`src/rtl/fft8_input_loader_if.sv`:
```
// Handshake bundle for the FFT8 input loader: serial FP16 sample stream in,
// parallel bit-reversed frame out to the first butterfly stage.
interface fft8_input_loader_if #(
    parameter int DATA_W = 16,
    parameter int N      = 8
);
    logic                in_valid;
    logic                in_ready;
    logic [DATA_W-1:0]   in_re;
    logic [DATA_W-1:0]   in_im;
    logic                in_last;
    logic                out_valid;
    logic                out_ready;
    logic [DATA_W*N-1:0] out_re;
    logic [DATA_W*N-1:0] out_im;
    logic                out_special;
    logic                frame_err;

    modport master (
        output in_valid, in_re, in_im, in_last, out_ready,
        input  in_ready, out_valid, out_re, out_im, out_special, frame_err
    );

    modport slave (
        input  in_valid, in_re, in_im, in_last, out_ready,
        output in_ready, out_valid, out_re, out_im, out_special, frame_err
    );
endinterface

```
`src/rtl/fft8_input_loader.sv`:
```
// Collects 8 serial complex FP16 samples into bit-reversed slots and hands the
// whole frame to the first radix-2 butterfly stage; flags Inf/NaN and framing errors.
module fft8_input_loader #(
    parameter int DATA_W = 16,
    parameter int N      = 8,
    parameter int ADDR_W = 3
) (
    input  logic               clk,
    input  logic               rst,
    fft8_input_loader_if.slave bus
);
    localparam int EXP_MSB = 14;
    localparam int EXP_LSB = 10;

    typedef enum logic {
        LOAD = 1'b0,
        FULL = 1'b1
    } state_t;

    state_t            state;
    state_t            state_nxt;
    logic [ADDR_W-1:0] cnt;
    logic [DATA_W-1:0] slot_re [N];
    logic [DATA_W-1:0] slot_im [N];
    logic              frame_special;
    logic              frame_special_nxt;
    logic              out_special_r;
    logic              frame_err_r;
    logic              in_ready_c;
    logic              accept;
    logic              last_slot;
    logic              abort;

    function automatic logic [ADDR_W-1:0] bitrev(input logic [ADDR_W-1:0] a);
        logic [ADDR_W-1:0] r;
        for (int i = 0; i < ADDR_W; i++) r[i] = a[ADDR_W-1-i];
        return r;
    endfunction

    // All-ones exponent covers both Inf and NaN encodings.
    function automatic logic is_special(input logic [DATA_W-1:0] w);
        return &w[EXP_MSB:EXP_LSB];
    endfunction

    assign in_ready_c = (state == LOAD) && !rst;
    assign accept     = bus.in_valid && in_ready_c;
    assign last_slot  = (cnt == ADDR_W'(N-1));
    assign abort      = bus.in_last && !last_slot;

    // The first sample of a frame starts a fresh flag before its own check.
    assign frame_special_nxt = ((cnt != '0) && frame_special)
                             | is_special(bus.in_re) | is_special(bus.in_im);

    always_ff @(posedge clk) begin
        if (rst) state <= LOAD;
        else     state <= state_nxt;
    end

    always_comb begin
        state_nxt = state;
        if (state == LOAD) begin
            if (accept && last_slot) state_nxt = FULL;
        end else begin
            if (bus.out_ready) state_nxt = LOAD;
        end
    end

    always_comb begin
        bus.in_ready    = in_ready_c;
        bus.out_valid   = (state == FULL);
        bus.out_special = out_special_r;
        bus.frame_err   = frame_err_r;
        bus.out_re      = '0;
        bus.out_im      = '0;
        for (int i = 0; i < N; i++) begin
            bus.out_re[DATA_W*i +: DATA_W] = slot_re[i];
            bus.out_im[DATA_W*i +: DATA_W] = slot_im[i];
        end
    end

    always_ff @(posedge clk) begin
        if (rst) begin
            cnt           <= '0;
            frame_special <= 1'b0;
            out_special_r <= 1'b0;
            frame_err_r   <= 1'b0;
            for (int i = 0; i < N; i++) begin
                slot_re[i] <= '0;
                slot_im[i] <= '0;
            end
        end else begin
            frame_err_r <= accept && (bus.in_last != last_slot);
            if (accept) begin
                slot_re[bitrev(cnt)] <= bus.in_re;
                slot_im[bitrev(cnt)] <= bus.in_im;
                if (abort) begin
                    cnt           <= '0;
                    frame_special <= 1'b0;
                end else begin
                    cnt           <= cnt + 1'b1;
                    frame_special <= frame_special_nxt;
                end
                if (last_slot) out_special_r <= frame_special_nxt;
            end
        end
    end
endmodule
```
`src/flat_wrapper.sv`:
```
// flat-port wrapper written by rule: the top's interface ports become plain ports
module fft8_input_loader_flat 
#(
    parameter int DATA_W = 16,
    parameter int N      = 8,
    parameter int ADDR_W = 3
)
  (clk, rst, bus_in_valid, bus_in_re, bus_in_im, bus_in_last, bus_out_ready, bus_in_ready, bus_out_valid, bus_out_re, bus_out_im, bus_out_special, bus_frame_err);
  fft8_input_loader_if #(.DATA_W(DATA_W), .N(N)) bus_i ();
  input  logic clk;
  input  logic rst;
  input wire logic [$bits(bus_i.in_valid)-1:0] bus_in_valid;
  input wire logic [$bits(bus_i.in_re)-1:0] bus_in_re;
  input wire logic [$bits(bus_i.in_im)-1:0] bus_in_im;
  input wire logic [$bits(bus_i.in_last)-1:0] bus_in_last;
  input wire logic [$bits(bus_i.out_ready)-1:0] bus_out_ready;
  output wire logic [$bits(bus_i.in_ready)-1:0] bus_in_ready;
  output wire logic [$bits(bus_i.out_valid)-1:0] bus_out_valid;
  output wire logic [$bits(bus_i.out_re)-1:0] bus_out_re;
  output wire logic [$bits(bus_i.out_im)-1:0] bus_out_im;
  output wire logic [$bits(bus_i.out_special)-1:0] bus_out_special;
  output wire logic [$bits(bus_i.frame_err)-1:0] bus_frame_err;
  assign bus_i.in_valid = bus_in_valid;
  assign bus_i.in_re = bus_in_re;
  assign bus_i.in_im = bus_in_im;
  assign bus_i.in_last = bus_in_last;
  assign bus_i.out_ready = bus_out_ready;
  assign bus_in_ready = bus_i.in_ready;
  assign bus_out_valid = bus_i.out_valid;
  assign bus_out_re = bus_i.out_re;
  assign bus_out_im = bus_i.out_im;
  assign bus_out_special = bus_i.out_special;
  assign bus_frame_err = bus_i.frame_err;
  fft8_input_loader #(.DATA_W(DATA_W), .N(N), .ADDR_W(ADDR_W)) u_core (.clk(clk), .rst(rst), .bus(bus_i));
endmodule
```
`config.mk`:
```
export PLATFORM = sky130hd
export DESIGN_NAME = fft8_input_loader_flat
export DESIGN_NICKNAME = d
export VERILOG_FILES = /design/src/rtl/fft8_input_loader_if.sv /design/src/rtl/fft8_input_loader.sv /design/src/flat_wrapper.sv
export SDC_FILE = /design/constraint.sdc
export NUM_CORES = 1
export LEC_CHECK = 0
export BUFFER_PORTS_ARGS = -buffer_cell sky130_fd_sc_hd__buf_2
export CAP_MARGIN = 10
export CELL_PAD_IN_SITES_DETAIL_PLACEMENT = 0
export CELL_PAD_IN_SITES_GLOBAL_PLACEMENT = 2
export CORE_UTILIZATION = 34
export DETAILED_ROUTE_END_ITERATION = 10
export PLACE_DENSITY = 0.82
export SKIP_LAST_GASP = 1
export SYNTH_ARGS = -nofsm -noshare
export SYNTH_HDL_FRONTEND = slang
export SYNTH_SLANG_ARGS = --single-unit
```
`constraint.sdc`:
```
create_clock -name clk -period 7.68 [get_ports clk]
set_clock_uncertainty 0.05 [all_clocks]
set_input_delay 0 -clock clk [delete_from_list [all_inputs] [get_ports clk]]
set_output_delay 0 -clock clk [all_outputs]
set_load 0.005 [all_outputs]
```
==> impl_metrics.py <==
metrics = {
    "placement": {
        "dp_hpwl_mm": 17.79,
        "gp_congestion": 0.7524,
        "dp_slack_ns": 4.627,
        "numPortBuffers": 296,
    },
    "clock_tree": {
        "path_clk_slew_ns": 0.06,
        "cts_tree": "built",
        "clkSinkCount": 263,
        "clockBufferDepth": 3,
        "cts-root-buf": "clkbuf_16",
        "cts_inserted_buffers": 29,
        "post-cts-setup-buffer-count": 0,
        "htree_levels": 1,
        "clkLatencyLatePin_ns": 0.54,
    },
    "power_and_ir_drop": {
        "power_density_nw_per_um2": 237.2,
        "switching_power_mw": 0.6597,
        "pwr-share-seq_pct": 52.9,
        "p_int_mw": 2.453,
        "swShare_pct": 21.20,
        "combPwrFrac_pct": 5.4,
        "ir_drop_uv": 144.8,
        "clock_power_share_pct": 41.6,
        "power_mw": 3.112,
        "p_leak_nw": 5.591,
    },
    "die": {
        "fp.dieW_um": 173.0,
        "design.core.area_um2": 28700,
        "die_y_um": 173.0,
        "row_count": 62,
        "floorplan.initialDensity_pct": 34.63,
        "die_area_um2": 29930,
        "ios": 297,
    },
    "detailed_routing": {
        "drtAntennaViolNets": 0,
        "route.detailed.drc": 0,
        "routed_wl_mm": 27.37,
        "post_drt_wl_per_cell_um": 20.29,
        "drt_iter0_drc": 422,
        "vias_per_cell": 4.466,
        "vias": 6025,
        "first_pass_iters": 7,
    },
    "sta": {
        "max_freq_mhz": 328.3,
        "tightest_slew_ns": 1.075,
        "finalCritPeriodShare_pct": 39.66,
        "setup_viol": 0,
        "finalCriticalPeriod_ns": 3.046,
        "relSlewSlack_pct": 28.35,
        "setup_tns_ns": 0,
        "rsz0062_at_grt": "false",
        "slew_violations": 0,
        "setup_slack_ns": 4.634,
        "whs_ns": 0.3309,
        "finalHoldViolCount": 0,
    },
    "global_route": {
        "grt_use_total_pct": 18.11,
        "grt_pass1_vias": 6051,
        "grt-ovfl-total": 0,
        "antenna_found_initial": 0,
        "grt_pass1_wl_mm": 39.85,
        "grt_max_degree": 36,
    },
    "synth": {
        "synth.net_count": 647,
        "syn_avg_cell_area_um2": 16.49,
        "synthTopCellsByArea": "edfxtp_1 (77%), and2_1 (16%), dfxtp_1 (1.4%), clkbuf_1 (0.94%), ha_1 (0.88%)",
        "syn_area_um2": 9941,
        "yosysUniqueCellTypes": 27,
        "yosysSeqAreaShare_pct": 78.74,
        "synth-seq-cells": 263,
        "synth_area_leader_cell": "edfxtp_1",
        "netlist.area_leader.share_pct": 77.33,
        "yosys_warnings": 0,
        "syn_inst": 603,
    },
    "worst_setup_path": {
        "setup.worst_path.start": "u_core.bus.out_valid$_SDFF_PP0_",
        "path_max_fanout": 33,
        "setup.worst_path.start_class": "flop",
        "timing.rr.start": "u_core.bus.out_valid$_SDFF_PP0_",
        "r2r_setup_slack_ns": 4.63,
        "worst_setup_path_end_kind": "flop",
        "worstSetupPathType": "reg -> reg",
        "crit_arrival_ns": 3.15,
        "required_ns": 7.78,
    },
    "job": {
        "cap_viol_max_count": 0,
    },
    "finish": {
        "antenna_cells": 0,
        "area_growth_pct": 32.01,
        "final_util_pct": 45.72,
        "drive_gt1_share_pct": 36.68,
        "nets": 990,
    },
    "hold_path": {
        "hold_class": "in -> reg",
        "worstHoldStart": "bus_in_im[5]",
    },
    "run_status": {
        "status": "finished, final reports clean",
    },
}
## metrics by stage
step	instances	area, um^2
CTS	1349	13120
finish	1349	13120
floorplan	603	9941
global route	1349	13120
detailed placement	1261	11870
global placement	1261	11870
## registers in the layout (all words and copies together) (netlist names)
| register | flops |
|---|---|
| u_core.slot_im | 128 |
| u_core.bus.frame_err | 1 |
| u_core.cnt | 3 |
| u_core.frame_special | 1 |
| u_core.bus.out_valid | 1 |
| u_core.slot_re | 128 |
| u_core.bus.out_special | 1 |
## critical path: stages, from the launching register on
cell and delay [ns]:
dfxtp_1 0.48, nor3b_2 0.36, and3_1 0.92, or2_2 0.82
## layout by cell type, fill, tap and decap left out, types with 4 or more instances in the layout
master	count
buf_2	296
and2_1	256
edfxtp_1	256
dlygate4sd3_1	38
clkbuf_16	29
clkbuf_1	8
or2_2	7
ha_1	7
dfxtp_1	7
inv_1	6
buf_4	6
clkinv_2	5
and3_1	4
nand2_1	4
a21oi_1	4
## power by group through the flow
stage	Sequential, mW	Combinational (mW)	Clock (mW)
after floorplan	1.68	0.0356	0
after global placement	1.68	0.157	0
after detailed placement	1.68	0.159	0
after CTS	1.65	0.174	1.32
after global routing	1.65	0.183	1.38
final	1.65	0.169	1.30
## synth_stat cells, drive strengths merged
cell	instances
a21oi	4
ha	7
and2	256
edfxtp	256
and4	2
nor3b	1
nand2b	1
o21ai	3
clkbuf	25
nor3	2
a31oi	1
and4bb	1
nand3b	2
nor4b	1
a21o	1
or3b	1
or2	7
and3	4
dfxtp	7
nor2	3
a22oi	1
or3	3
nand2	4
buf	3
a221oi	1
inv	6
## layer usage
layer  up-vias  GRT usage [%]  wire [um]
li1       2787              -          -
met1      2955          23.06      11350
met2       232          30.88      13550
met3        51          3.276       1651
met4         0          6.600        822
met5         -              0          0
## kinds of logic (layout without fill, tap and decap cells)
logic type | count (synthesis) | in the layout | synth area share [%]
adder cells (fa/ha/maj) | 7 | 7 | 0.8810
buffers and inverters | 34 | 396 | 1.384
flip-flops | 263 | 263 | 78.74
AND/OR/NAND/NOR | 288 | 288 | 18.34
AO/OA/AOI/OAI | 11 | 11 | 0.6546
## final cells by class
cell class                      instances  area (um^2)
Multi-Input combinational cell        306         2008
Timing Repair Buffer                  340         1907
Inverter                                6        22.52
Clock inverter                         13        121.4
Fill cell                            2597        15580
Tap cell                              384        480.5
Clock buffer                           37        755.7
Sequential cell                       263         7828
## path summary, 6_finish.rpt
path         cells after the start                             endpoint
max                              3  u_core.slot_re[4][11]$_SDFFCE_PN0P_
min                              3   u_core.slot_im[0][5]$_SDFFCE_PN0P_
max reg2reg                      3  u_core.slot_re[4][11]$_SDFFCE_PN0P_
min reg2reg                      2           u_core.cnt[1]$_SDFFE_PP0P_
## what timing repair did
| item | in CTS | in global routing |
|---|---|---|
| gates resized for setup | 0 | 0 |
| endpoints found under the hold margin | 262 | 0 |
| hold buffers | 38 | 0 |
Note: power is estimated with default switching activity, not from simulation.
